### src/rtl/load_store_unit.sv
// RV32I load/store unit: turns byte/half/word loads and stores into whole-word
// accesses on a word-organised data memory, using read-modify-write for SB/SH.
module load_store_unit #(
  parameter int unsigned MEM_WORDS = 200
) (
  input  logic        clk,
  input  logic        reset_n,
  input  logic        req_valid,
  output logic        req_ready,
  input  logic        req_is_store,
  input  logic [2:0]  req_funct3,
  input  logic [31:0] req_addr,
  input  logic [31:0] req_store_data,
  output logic        resp_valid,
  output logic [31:0] resp_load_data,
  output logic        resp_fault,
  output logic        mem_enable,
  output logic        mem_write_enable,
  output logic [31:0] mem_addr,
  output logic [31:0] mem_write_data,
  input  logic [31:0] mem_read_data
);

  localparam int unsigned WORD_W = 32;
  localparam int unsigned IDX_W  = 30;

  typedef enum logic [2:0] {
    IDLE   = 3'd0,
    ACCESS = 3'd1,
    RMW_RD = 3'd2,
    RMW_WR = 3'd3,
    RESP   = 3'd4
  } state_e;

  state_e              state_q, state_d;
  logic [1:0]          lane_q, lane_d;
  logic [2:0]          funct3_q, funct3_d;
  logic                is_store_q, is_store_d;
  logic [15:0]         store_data_q, store_data_d;
  logic                req_ready_q, req_ready_d;
  logic                resp_valid_q, resp_valid_d;
  logic                resp_fault_q, resp_fault_d;
  logic [WORD_W-1:0]   resp_load_data_q, resp_load_data_d;
  logic                mem_enable_q, mem_enable_d;
  logic                mem_we_q, mem_we_d;
  logic [WORD_W-1:0]   mem_addr_q, mem_addr_d;
  logic [WORD_W-1:0]   mem_write_data_q, mem_write_data_d;
  logic                req_fault_c;

  // Select the addressed lane and sign/zero-extend it.
  function automatic logic [WORD_W-1:0] extend_load(input logic [WORD_W-1:0] word,
                                                    input logic [1:0] lane,
                                                    input logic [2:0] f3);
    logic [7:0]        b;
    logic [15:0]       h;
    logic [WORD_W-1:0] r;
    case (lane)
      2'd0:    b = word[7:0];
      2'd1:    b = word[15:8];
      2'd2:    b = word[23:16];
      default: b = word[31:24];
    endcase
    h = lane[1] ? word[31:16] : word[15:0];
    case (f3)
      3'b000:  r = {{24{b[7]}}, b};
      3'b001:  r = {{16{h[15]}}, h};
      3'b100:  r = {24'h0, b};
      3'b101:  r = {16'h0, h};
      default: r = word;
    endcase
    return r;
  endfunction

  function automatic logic [WORD_W-1:0] merge_word(input logic [WORD_W-1:0] old,
                                                   input logic [15:0] sd,
                                                   input logic [1:0] lane,
                                                   input logic is_half);
    logic [WORD_W-1:0] w;
    w = old;
    if (is_half) begin
      if (lane[1]) w[31:16] = sd;
      else         w[15:0]  = sd;
    end else begin
      case (lane)
        2'd0:    w[7:0]   = sd[7:0];
        2'd1:    w[15:8]  = sd[7:0];
        2'd2:    w[23:16] = sd[7:0];
        default: w[31:24] = sd[7:0];
      endcase
    end
    return w;
  endfunction

  // Legality, alignment and range check of the incoming request.
  always_comb begin
    logic legal;
    logic misaligned;
    logic out_of_range;
    legal      = 1'b0;
    misaligned = 1'b0;
    case (req_funct3)
      3'b000: legal = 1'b1;
      3'b001: begin legal = 1'b1;           misaligned = req_addr[0];    end
      3'b010: begin legal = 1'b1;           misaligned = |req_addr[1:0]; end
      3'b100: legal = !req_is_store;
      3'b101: begin legal = !req_is_store; misaligned = req_addr[0];    end
      default: legal = 1'b0;
    endcase
    out_of_range = req_addr[31:2] >= IDX_W'(MEM_WORDS);
    req_fault_c  = !legal || misaligned || out_of_range;
  end

  always_comb begin
    state_d          = state_q;
    lane_d           = lane_q;
    funct3_d         = funct3_q;
    is_store_d       = is_store_q;
    store_data_d     = store_data_q;
    resp_fault_d     = resp_fault_q;
    resp_load_data_d = resp_load_data_q;
    mem_addr_d       = mem_addr_q;
    mem_write_data_d = mem_write_data_q;

    case (state_q)
      IDLE: begin
        if (req_valid) begin
          lane_d       = req_addr[1:0];
          funct3_d     = req_funct3;
          is_store_d   = req_is_store;
          store_data_d = req_store_data[15:0];
          if (req_fault_c) begin
            state_d          = RESP;
            resp_fault_d     = 1'b1;
            resp_load_data_d = '0;
          end else begin
            mem_addr_d = {2'b00, req_addr[31:2]};
            if (!req_is_store) begin
              state_d = ACCESS;
            end else if (req_funct3 == 3'b010) begin
              state_d          = ACCESS;
              mem_write_data_d = req_store_data;
            end else begin
              state_d = RMW_RD;
            end
          end
        end
      end
      ACCESS: begin
        state_d          = RESP;
        resp_fault_d     = 1'b0;
        resp_load_data_d = is_store_q ? '0 : extend_load(mem_read_data, lane_q, funct3_q);
      end
      RMW_RD: begin
        state_d          = RMW_WR;
        mem_write_data_d = merge_word(mem_read_data, store_data_q, lane_q, funct3_q[0]);
      end
      RMW_WR: begin
        state_d          = RESP;
        resp_fault_d     = 1'b0;
        resp_load_data_d = '0;
      end
      RESP:    state_d = IDLE;
      default: state_d = IDLE;
    endcase

    // Control outputs are a registered decode of the next state.
    req_ready_d  = (state_d == IDLE);
    resp_valid_d = (state_d == RESP);
    mem_enable_d = (state_d == ACCESS) || (state_d == RMW_RD) || (state_d == RMW_WR);
    mem_we_d     = ((state_d == ACCESS) && is_store_d) || (state_d == RMW_WR);
  end

  always_ff @(posedge clk) begin
    if (!reset_n) begin
      state_q          <= IDLE;
      lane_q           <= '0;
      funct3_q         <= '0;
      is_store_q       <= 1'b0;
      store_data_q     <= '0;
      req_ready_q      <= 1'b1;
      resp_valid_q     <= 1'b0;
      resp_fault_q     <= 1'b0;
      resp_load_data_q <= '0;
      mem_enable_q     <= 1'b0;
      mem_we_q         <= 1'b0;
      mem_addr_q       <= '0;
      mem_write_data_q <= '0;
    end else begin
      state_q          <= state_d;
      lane_q           <= lane_d;
      funct3_q         <= funct3_d;
      is_store_q       <= is_store_d;
      store_data_q     <= store_data_d;
      req_ready_q      <= req_ready_d;
      resp_valid_q     <= resp_valid_d;
      resp_fault_q     <= resp_fault_d;
      resp_load_data_q <= resp_load_data_d;
      mem_enable_q     <= mem_enable_d;
      mem_we_q         <= mem_we_d;
      mem_addr_q       <= mem_addr_d;
      mem_write_data_q <= mem_write_data_d;
    end
  end

  assign req_ready        = req_ready_q;
  assign resp_valid       = resp_valid_q;
  assign resp_fault       = resp_fault_q;
  assign resp_load_data   = resp_load_data_q;
  assign mem_enable       = mem_enable_q;
  // The write strobe is gated by reset so an aborted RMW can never corrupt memory.
  assign mem_write_enable = mem_we_q && reset_n;
  assign mem_addr         = mem_addr_q;
  assign mem_write_data   = mem_write_data_q;

endmodule

### config.mk
export PLATFORM = sky130hd
export DESIGN_NAME = load_store_unit
export DESIGN_NICKNAME = d
export VERILOG_FILES = /design/src/rtl/load_store_unit.sv
export SDC_FILE = /design/constraint.sdc
export NUM_CORES = 1
export LEC_CHECK = 0
export ABC_AREA = 1
export BUFFER_PORTS_ARGS = -buffer_cell sky130_fd_sc_hd__buf_2
export CORE_ASPECT_RATIO = 1.25
export CORE_MARGIN = 1.5
export CORE_UTILIZATION = 44
export DETAILED_ROUTE_END_ITERATION = 16
export GPL_ROUTABILITY_DRIVEN = 0
export PLACE_DENSITY_LB_ADDON = 0.08
export SLEW_MARGIN = 20
export SYNTH_ARGS = -nofsm -noshare
export SYNTH_HDL_FRONTEND = slang
export SYNTH_SLANG_ARGS = --single-unit
### constraint.sdc
create_clock -name clk -period 1.8 [get_ports clk]
set_clock_uncertainty 0.15 [all_clocks]
set_input_delay 0.36 -clock clk [delete_from_list [all_inputs] [get_ports clk]]
set_output_delay 0.36 -clock clk [all_outputs]
set_load 0.03 [all_outputs]
# [Yosys cells after proc, flatten, opt, wreduce, memory -nomap -nowiden]
# Index checks and enable logic that the tools add are counted.
[op_classes] div=0 n_reduce_logical=28 n_eq_ne=21 n_addsub=0 bitwise=1 n_shift=0 n_mux=31 order_cmp=1 multipliers=0
[op_table] operator="32-bit two-way mux" n=8
[op_table] operator="32-bit case mux with 4 select lines" n=1
[op_table] operator="32-bit case mux with 3 select lines" n=1
[op_table] operator="32-bit case mux with 2 select lines" n=1
[op_table] operator="16-bit two-way mux" n=3
[op_table] operator="8-bit two-way mux" n=4
[op_table] operator="30-bit by 8-bit >= comparator with 1-bit output (second input constant)" n=1
[op_table] operator="8-bit case mux with 3 select lines" n=1
[op_table] operator="3-bit by 2-bit equality test with 1-bit output (second input constant)" n=5
[op_table] operator="3-bit equality test (second input constant)" n=5
[op_table] operator="3-bit by 1-bit equality test with 1-bit output (second input constant)" n=4
[op_table] operator="3-bit logical NOT" n=4
[op_table] operator="2-bit != test (second input constant)" n=5
[op_table] operator="3-bit case mux with 3 select lines" n=1
[op_table] operator="3-bit AND reduction" n=3
[op_table] operator="2-bit OR reduction" n=4
[op_table] operator="3-bit two-way mux" n=2
[op_table] operator="1-bit case mux with 2 select lines" n=3
[op_table] operator="3-bit OR reduction" n=2
[op_table] operator="1-bit logical OR" n=5
[op_table] operator="5-bit AND reduction" n=1
[op_table] operator="1-bit two-way mux" n=4
[op_table] operator="2-bit two-way mux" n=2
[op_table] operator="2-bit nonzero test" n=2
[op_table] operator="other kinds (8)" n=10
[word_totals] latchBits=0 ff_bits=124 rom_bits=0 ramBits=0 wordCells=95 memories=0

# [Longest topological paths before layout]
# Gate-level depths: netlist of the first run.
[depth] ltp_word=12 ltp_mapped=11 depth_no_buf=10

# [Least setup slack after synthesis of the first run]
# OpenSTA, ideal clock, no wires.
[synth_path] path_type="input port to output port" start="input port reset_n" end="output port mem_write_enable" path_buffers=2 path_slack_ps=165 stages=4 arrival_ps=1125 required_time_ps=1290 cell_sequence="clkbuf_1 clkbuf_1 nand2_1 inv_1"
[synth_between] elab_chain_cells=1
[synth_rtl] element="start, declared" line="7" rtl="input logic reset_n,"
[synth_rtl] element="1-bit logical AND" line="211" rtl="assign mem_write_enable = mem_we_q && reset_n;"
[synth_rtl] element="end, declared" line="18" rtl="output logic mem_write_enable,"
# Every way passes these cells.

# [Final worst setup path of the first run]
[layout_path] start="register lane_q[1]" end="register resp_load_data_q[15] (netlist: resp_load_data[15])"
[layout_between] elab_chain_cells=5 elab_cells_between_ends=8 classes_between="eq/ne: 2; mux: 5; reduce/logical: 1"
[layout_rtl] element="start, declared" line="36" rtl="logic [1:0] lane_q, lane_d;"
[layout_rtl] element="start signal, assigned" line="190" rtl="lane_q <= lane_d;"
[layout_rtl] element="2-bit equality test (tied with other cells)" line="57" rtl="case (lane)"
[layout_rtl] element="8-bit case mux with 3 select lines" line="57"
[layout_rtl] element="32-bit case mux with 4 select lines *" line="64" rtl="case (f3)"
[layout_rtl] element="32-bit two-way mux *" line="151" rtl="resp_load_data_d = is_store_q ? '0 : extend_load(mem_read_data, lane_q, funct3_q);"
[layout_rtl] element="32-bit case mux with 3 select lines *" line="124" rtl="case (state_q)"
[layout_rtl] element="end signal, assigned" line="197" rtl="resp_load_data_q <= resp_load_data_d;"
[layout_rtl] element="end, declared" line="43" rtl="logic [WORD_W-1:0] resp_load_data_q, resp_load_data_d;"
# Mark *: on every way between the ends. The rest lies on a longest branch, timed or not.
# A chain may end at the register's enable or synchronous reset.

==> flow_metrics.py, run 1 <==
metrics = {
    "power_and_ir_drop": {
        "p_int_uw": 5450,
        "p_leak_uw": 0.00469,
        "switching_power_uw": 2130,
        "clockPowerShare_pct": 44.7,
        "power_uw": 7580,
        "p_comb_share_pct": 16.8,
        "power_frac_seq_pct": 38.5,
        "power_density_nw_per_um2": 847,
        "switching_share_pct": 28.1,
        "ir_drop_mv": 0.542,
    },
    "clock_network": {
        "clock_latency_ns": 0.42,
        "htreeDepth": 4,
        "clk_pin_slew_ns": 0.06,
        "clockBufferDepth": 2,
        "ctsRootBufferMaster": "clkbuf_16",
        "cts.sinks": 124,
        "cts_tree": "done",
        "cts_buffers": 17,
    },
    "synthesis": {
        "netlist_instances": 1077,
        "synth-seq-cells": 124,
        "yosys_warnings": 0,
        "netlist.area_leader.share_pct": 36.3,
        "async_flop_share_pct": 0,
        "netlist_top_cells_count": "215 x nand2_1, 194 x nor2_1, 124 x dfxtp_1, 123 x inv_1, 104 x o21ai_0",
        "yosysSeqAreaShare_pct": 36.3,
        "synth.most_common_cell": "nand2_1",
        "syn_area_per_cell_um2": 6.35,
        "syn_area_um2": 6840,
        "synth-edff-count": 0,
        "ys.flop_type": "dfxtp_1",
        "yosysUniqueCellTypes": 33,
        "ys_top_cells_by_area": "dfxtp_1 36%, nand2_1 12%, nor2_1 11%",
        "yosys.area.top_type": "dfxtp_1",
    },
    "layout": {
        "layout.nets": 1394,
        "fillCellCount": 1533,
        "multi_input_area_um2": 3500,
        "syn_to_final_growth_pct": 30.8,
        "fin_util_pct": 59.4,
        "regArea_um2": 2490,
        "final_layout_size_suffix_gt1_share_pct": 26.1,
        "n_antenna_cell": 0,
        "layoutNonFillerInstCount": 1512,
        "final_area_um2": 8950,
    },
    "route": {
        "ant_nets": 0,
        "vias": 7493,
        "dr.first_iter.drc_count": 432,
        "drt_wl_total_um": 21300,
        "drtPass1Iterations": 5,
        "via_per_inst": 4.96,
        "avgRoutedWirePerCell_um": 14.1,
        "route.detailed.drc": 0,
    },
    "floorplanning": {
        "die_h_um": 142,
        "fp-row-count": 50,
        "io_pins": 204,
        "start_util_pct": 45.4,
        "die-area_um2": 16300,
        "core_um2": 15100,
        "die_w_um": 115,
    },
    "timing": {
        "post-route-period-util_pct": 92.5,
        "timing.fmax_mhz": 601,
        "grt_setup_unrepaired": "false",
        "setup_viol": 0,
        "maxSlewViolCount": 0,
        "period_needed_ns": 1.66,
        "hold_ws_ns": 0.0182,
        "hold_viol": 0,
    },
    "global_routing": {
        "grt_pass1_vias": 6806,
        "grt_pass1_wl_um": 33700,
        "grt_use_total_pct": 26.5,
        "grt_max_degree": 50,
        "antenna_found_initial": 0,
        "grt_overflow": 0,
    },
    "critical_path": {
        "critPathMaxStageDelay_ns": 0.45,
        "crit_required_ns": 1.97,
        "startpoint_type": "flip-flop",
        "cp_data_arrival_time_ns": 1.83,
        "reg2regPathDepth": 9,
        "cp_cell_sequence": "buf_4 -> nand3_2 -> nand3_4 -> buf_4 -> nand3_1 -> nand2_1 -> inv_1 -> nor2_1 -> nor2_1",
        "critPathCaptureType": "flip-flop",
        "cp_max_fo": 9,
        "crit_slowest_cell": "dfxtp_4",
        "worst-setup-path-type": "flip-flop to flip-flop",
    },
    "placement": {
        "dpl_cell_area_um2": 8290,
        "place_inst": 1477,
        "portBuffers": 201,
        "place_hpwl_um": 16400,
    },
    "job": {
        "cap_viol_max_count": 0,
    },
    "worst_hold_path": {
        "whs_path_depth": 3,
        "worst_hold_path_type": "input pin to flip-flop",
    },
    "run_status": {
        "outcome": "finished, final reports clean",
    },
}
per-stage QoR:
step | TNS (ns) | setup slack [ns]
after floorplan | 0 | 0.165
after global placement | -2.87 | -0.0641
after detailed placement | -6.89 | -0.122
after CTS | 0 | 0.0736
after global routing | 0 | 0.00619
final | 0 | 0.135
cells in the final DEF, fill, tap and decap left out, types with 17 or more instances in the layout:
master,count
a21oi_1,88
buf_2,200
buf_4,53
clkbuf_16,17
dfxtp_1,121
inv_1,123
nand2_1,213
nand3_1,63
nor2_1,194
o211ai_1,25
o21ai_0,104
power by group through the flow:
stage	clock network (uW)	logic (uW)	registers [uW]
5_1_grt	3580	1410	2930
6_report	3390	1270	2920
2_1_floorplan	0	748	3040
4_1_cts	3450	1250	2920
3_3_place_gp	0	1230	2970
3_5_place_dp	0	1240	2980
worst paths after layout:
| kind | slack (ns) | to | startpoint |
|---|---|---|---|
| worst max register to register | 0.14 | resp_load_data[15] | lane_q[1] |
| worst min register to register | 0.30 | mem_addr[8] | mem_addr[8] |
| worst max-delay path | 0.14 | resp_load_data[15] | lane_q[1] |
| worst min-delay path | 0.02 | mem_addr[2] | req_addr[4] |
state kept, by name (all words and copies together) (netlist names):
signal          flops
resp_fault          1
mem_enable          1
is_store_q          1
state_q             3
store_data_q       16
mem_we_q            1
mem_write_data     32
mem_addr           30
lane_q              2
resp_load_data     32
resp_valid          1
funct3_q            3
req_ready           1
cell type report:
cell class,instances,share of cell area (%)
clock inverter,11,1.30
inverter,131,5.59
multi-input combinational,753,39.1
clock buffer,21,5.26
sequential,124,27.8
timing repair buffer,264,18.0
tap,208,2.91
per-layer routing:
metal	track usage, %	part of all wire, %	routed length, um
met5	0	0	0
met1	31.5	41	8680
met3	6.47	7.6	1630
met4	11.6	3.5	739
met2	45.0	48	10300
critical path: cells and delay by family (launching register included):
kind	cells	cell delay, ns
buffers and inverters	3	0.41
flip-flops	1	0.45
AND/OR/NAND/NOR	6	0.55
logic make-up after synthesis:
group,after synthesis,synth area share [%]
buffers and inverters,202,13.0
AO/OA/AOI/OAI,243,19.1
flip-flops,124,36.3
other,1,0.0548
AND/OR/NAND/NOR,507,31.5
timing repair:
item                                   4_1_cts  5_1_grt
hold buffers                                 1        0
setup endpoints to repair                    1       34
endpoints found under the hold margin        1        0
cloned                                       0        1
setup buffers                                0        1
pin swaps                                    0        1
resized for setup                            1        9
Power figures use the tool's default switching activity.
==> run 2: changes to the inputs <==
==> constraint.sdc (replaced) <==
create_clock -name clk -period 1.8 [get_ports clk]
set_clock_uncertainty 0.15 [all_clocks]
set_input_delay 0.09 -clock clk [delete_from_list [all_inputs] [get_ports clk]]
set_output_delay 0.09 -clock clk [all_outputs]
set_load 0.03 [all_outputs]
==> run 2 against run 1 <==
Against the previous run:
- global-route usage rose by 0.88 points
- via count rose by 1.7%
- largest power group unchanged
- die area did not move
- final area rose by 3.9%
- cell count rose by 1.7%
==> flow_metrics.py, run 2 (synthesis results as in run 1) <==
metrics = {
    "run_status": {
        "outcome": "finished, final reports clean",
    },
    "layout": {
        "layout.nets": 1421,
        "final_cell_mix": "214 x nand2_1, 198 x buf_2, 193 x nor2_1",
        "fin_util_pct": 61.7,
        "syn_to_final_growth_pct": 35.9,
        "layoutNonFillerInstCount": 1537,
        "final_layout_size_suffix_gt1_share_pct": 24.0,
        "final_common_cell": "nand2_1",
    },
    "critical_path": {
        "critPathMaxStageDelay_ns": 0.54,
        "cp_cell_sequence": "dlygate4sd3_1 -> buf_2 -> nor2_2 -> nand3_1 -> nand2_1 -> nor2_4 -> buf_4 -> nand3_4 -> nand2_8 -> clkbuf_16 -> nor2_1 -> nor2_1",
        "cp_max_fo": 15,
        "startpoint_type": "input pin",
        "r2r_start": "funct3_q[0]",
        "reg2regPathDepth": 9,
        "crit_slowest_cell": "dlygate4sd3_1",
        "cpMostUsedCell": "nor2_1",
        "crit_required_ns": 1.96,
        "worst-setup-path-type": "input pin to flip-flop",
        "critPathCaptureType": "flip-flop",
        "reg2reg_to": "resp_load_data[28]",
        "reg2reg_slack_ns": 0.12,
        "cp_data_arrival_time_ns": 1.87,
    },
    "timing": {
        "maxSlewViolCount": 0,
        "layout_setup_ws_ns": 0.0935,
        "hold_viol": 0,
        "period_needed_ns": 1.71,
        "setup_tns_ns": 0,
        "post-route-period-util_pct": 94.8,
        "timing.fmax_mhz": 586,
        "setup_viol": 0,
    },
    "route": {
        "avgRoutedWirePerCell_um": 14.5,
        "ant_nets": 0,
        "via_per_inst": 4.96,
        "drtPass1Iterations": 6,
        "dr.first_iter.drc_count": 516,
        "vias": 7617,
        "drt_wl_total_um": 22400,
        "route.detailed.drc": 0,
    },
    "worst_hold_path": {
        "whs_path_depth": 3,
        "min_from": "req_funct3[2]",
        "worst_hold_path_type": "input pin to flip-flop",
        "timing.hold.worst_endpoint": "funct3_q[2]",
    },
    "clock_network": {
        "cts.sinks": 124,
        "clk_pin_slew_ns": 0.05,
        "htreeDepth": 4,
        "ctsRootBufferMaster": "clkbuf_16",
        "clock_latency_ns": 0.42,
        "cts_buffers": 17,
        "clockBufferDepth": 2,
        "cts_tree": "done",
    },
    "power_and_ir_drop": {
        "power_density_nw_per_um2": 820,
        "p_leak_uw": 0.00481,
        "ir_drop_mv": 0.626,
        "power_uw": 7620,
    },
    "job": {
        "cap_viol_max_count": 0,
    },
    "global_routing": {
        "grt_pass1_wl_um": 34700,
        "antenna_found_initial": 0,
        "grt_overflow": 0,
        "grt_use_total_pct": 27.4,
        "grt_pass1_vias": 7085,
        "grt_max_degree": 50,
    },
    "floorplanning": {
        "die_w_um": 115,
        "start_util_pct": 45.4,
        "core_um2": 15100,
        "io_pins": 204,
        "fp-row-count": 50,
        "die_h_um": 142,
        "die-area_um2": 16300,
    },
    "placement": {
        "dp_slack_ns": -0.00495,
        "portBuffers": 201,
        "place_inst": 1452,
        "place_hpwl_um": 16200,
    },
}
==> run 2: worst max-delay path: cells and delay by family <==
kind | cells | cell delay (ns)
and+or+nand+nor | 8 | 0.73
buffers and inverters | 4 | 1.03
==> run 2: routing by layer <==
layer	wire length (um)	share of wire, %	global-route usage (%)	vias to the layer above
met5	0	0	0	-
li1	-	-	-	3905
met2	11100	50	48.2	278
met4	713	3.2	12.2	0
met1	9020	40	31.4	3387
met3	1530	6.8	6.18	47
==> run 2: final cells by class <==
| cell class | count | area (um2) |
|---|---|---|
| Fill cell | 1495 | 5780 |
| Multi-Input combinational cell | 752 | 3500 |
| Sequential cell | 124 | 2490 |
| Timing Repair Buffer | 292 | 1970 |
| Inverter | 131 | 500 |
| Clock buffer | 22 | 474 |
| Tap cell | 208 | 260 |
| Clock inverter | 7 | 91.3 |
| Antenna cell | 1 | 2.50 |
==> run 2: stage by stage <==
| stage | hold slack, ns | cell area (um2) |
|---|---|---|
| CTS | 0.0186 | 9140 |
| detailed placement | 0.181 | 8090 |
| global route | 0.0527 | 9290 |
| finish | 0.00137 | 9300 |
| floorplan | 0.0749 | 6850 |
| global placement | 0.163 | 8090 |
==> run 2: worst max-delay path by stage <==
stage / from / end / depth (start not counted) / slack [ns]
after floorplan: funct3_q[1] / resp_load_data[29] / 11 / 0.25
after global placement: lane_q[0] / mem_write_data[15] / 7 / 0.03
after detailed placement: lane_q[0] / mem_write_data[15] / 7 / -0.005
after CTS: lane_q[0] / resp_load_data[17] / 10 / 0.006
after global routing: req_addr[0] / resp_load_data[19] / 14 / -0.002
final: req_funct3[0] / resp_load_data[22] / 12 / 0.09
==> run 2: timing repair <==
action / in CTS / in global routing
setup endpoints to repair: 1 / 73
pin swaps: 0 / 4
hold buffers: 48 / 0
buffers inserted: 0 / 7
gates resized for setup: 1 / 20
gates cloned: 0 / 2
hold endpoints to repair: 65 / 0
==> run 2: where the power goes <==
group / switching (uW) / internal [uW] / total (uW)
combinational: 828 / 562 / 1390
clock: 1200 / 2110 / 3310
sequential: 77.5 / 2840 / 2920
==> run 3: changes to the inputs <==
--- a/config.mk
+++ b/config.mk
@@ -12,7 +12,7 @@
 export CORE_UTILIZATION = 44
 export DETAILED_ROUTE_END_ITERATION = 16
 export GPL_ROUTABILITY_DRIVEN = 0
-export PLACE_DENSITY_LB_ADDON = 0.08
+export PLACE_DENSITY = 0.73
 export SLEW_MARGIN = 20
 export SYNTH_ARGS = -nofsm -noshare
 export SYNTH_HDL_FRONTEND = slang
==> run 3 against run 2 <==
Against the previous run:
- the run now ends with hold timing left
- wire length increased by 5.9%
- first-iteration DRC count down 0.78%
- power increased by 3.6%
- worst hold slack lost 0.018 ns
- setup slack lost 0.0076 ns
- sequential power barely moved
- critical path type is now flip-flop to flip-flop
- highest routed layer is now met5
==> flow_metrics.py, run 3 (synthesis results as in run 1) <==
metrics = {
    "critical_path": {
        "reg2reg_to": "resp_load_data[9]",
        "reg2regPathDepth": 11,
        "cp_max_fo": 8,
        "critPathCaptureType": "flip-flop",
        "worst-setup-path-type": "flip-flop to flip-flop",
        "cp_data_arrival_time_ns": 1.88,
        "r2r_start": "lane_q[0]",
        "reg2reg_slack_ns": 0.09,
        "startpoint_type": "flip-flop",
        "crit_required_ns": 1.96,
    },
    "route": {
        "drt_wl_total_um": 23700,
        "dr.first_iter.drc_count": 512,
        "drtPass1Iterations": 7,
        "ant_nets": 0,
        "avgRoutedWirePerCell_um": 15.3,
        "via_per_inst": 5.18,
        "vias": 7988,
        "route.detailed.drc": 0,
    },
    "global_routing": {
        "met1_usage_pct": 29.6,
        "grt_max_degree": 65,
        "grt_util_met2_pct": 49.3,
        "grt_use_total_pct": 27.7,
        "grt-busiest-layer": "met2",
        "grt_pass1_wl_um": 35400,
        "use_met3_pct": 8.22,
        "antenna_found_initial": 2,
        "grt_pass1_vias": 7387,
        "grt_overflow": 0,
    },
    "placement": {
        "portBuffers": 201,
        "dpl_cell_area_um2": 8090,
        "place_hpwl_um": 15900,
    },
    "power_and_ir_drop": {
        "p_comb_share_pct": 17.5,
        "p_leak_uw": 0.00485,
        "switching_share_pct": 27.9,
        "switching_power_uw": 2210,
        "power_density_nw_per_um2": 836,
        "clockPowerShare_pct": 45.6,
        "ir_drop_mv": 0.688,
        "power_frac_seq_pct": 36.9,
        "p_int_uw": 5690,
    },
    "worst_hold_path": {
        "timing.hold.worst_endpoint": "is_store_q",
        "min_from": "req_is_store",
        "worst_hold_path_type": "input pin to flip-flop",
        "whs_path_depth": 3,
    },
    "floorplanning": {
        "io_pins": 204,
        "start_util_pct": 45.4,
        "core_um2": 15100,
        "fp-row-count": 50,
        "die-area_um2": 16300,
        "die_w_um": 115,
        "die_h_um": 142,
    },
    "clock_network": {
        "cts_buffers": 17,
        "cts.sinks": 124,
        "clockBufferDepth": 2,
        "clk_pin_slew_ns": 0.05,
        "ctsRootBufferMaster": "clkbuf_16",
        "htreeDepth": 4,
        "cts_tree": "done",
        "clock_latency_ns": 0.42,
    },
    "timing": {
        "maxSlewViolCount": 0,
        "setup_viol": 0,
        "worst_pin_slew_ns": 0.562,
        "post-route-period-util_pct": 95.2,
        "hold_viol": 1,
        "timing.fmax_mhz": 583,
        "setup_tns_ns": 0,
        "slew_headroom_pct": 62.5,
        "hold_ws_ns": -0.0167,
        "period_needed_ns": 1.71,
    },
    "layout": {
        "fillCellCount": 1333,
        "final_area_um2": 9450,
        "final_common_cell": "nand2_1",
        "final_layout_size_suffix_gt1_share_pct": 24.6,
        "syn_to_final_growth_pct": 38.1,
        "final_cell_mix": "210 x nand2_1, 198 x buf_2, 191 x nor2_1",
        "layout.nets": 1423,
    },
    "run_status": {
        "violations": "hold timing",
        "outcome": "finished with violations",
    },
    "job": {
        "cap_viol_max_count": 0,
    },
}
-- run 3: worst max path at each step --
stage | start | end | slack [ns]
after CTS | req_is_store | mem_addr[7] | 0.03
after global routing | lane_q[0] | mem_write_data[4] | -0.007
final | lane_q[0] | resp_load_data[9] | 0.09
after global placement | lane_q[1] | resp_load_data[2] | 0.06
after detailed placement | lane_q[1] | resp_load_data[3] | 0.04
after floorplan | funct3_q[1] | resp_load_data[29] | 0.25
-- run 3: power by group through the flow --
stage / clock, uW / combinational (uW) / sequential, uW
6_report: 3600 / 1390 / 2910
3_5_place_dp: 0 / 1230 / 2970
4_1_cts: 3640 / 1320 / 2910
3_3_place_gp: 0 / 1210 / 2970
2_1_floorplan: 0 / 748 / 3040
5_1_grt: 3760 / 1520 / 2920
-- run 3: layout make-up --
cell class                      count  area, um2  area share, %
Sequential cell                   124       2490           26.3
Timing Repair Buffer              293       2030           21.5
Clock buffer                       21        480           5.08
Inverter                          131        504           5.34
Tap cell                          208        260           2.75
Clock inverter                     11        140           1.48
Antenna cell                        2       5.00         0.0530
Multi-Input combinational cell    753       3540           37.5
-- run 3: repair_timing --
action	4_1_cts	5_1_grt
setup buffers	0	4
hold endpoints to repair	68	0
gates resized for setup	0	25
setup endpoints to repair	0	89
hold buffers	49	0
-- run 3: metrics by stage --
step | total power (uW) | utilization, % | instances | hold slack, ns | setup WS [ns]
floorplan | 3790 | - | 1078 | 0.0749 | 0.249
global placement | 4180 | 53.7 | 1451 | 0.164 | 0.0635
detailed placement | 4190 | 53.7 | 1451 | 0.167 | 0.0431
CTS | 7870 | 61.1 | 1532 | 0.00592 | 0.0265
global route | 8200 | 62.7 | 1542 | 0.0255 | -0.00738
finish | 7900 | 62.7 | 1543 | -0.0167 | 0.0859
-- run 3: metal layers --
layer,wire [um],share of wire [%]
met1,8860,37
met2,11600,49
met3,2110,8.9
met4,1060,4.5
met5,14,0.059
-- run 3: critical path, stage by stage (launching register included) --
cell	delay (ns)
dfxtp_2	0.32
buf_12	0.14
buf_4	0.14
nand3_1	0.11
nand3_2	0.11
nand3_4	0.11
buf_4	0.17
nand3_1	0.07
nand2_1	0.08
inv_1	0.06
nor2_1	0.09
nor2_1	0.05
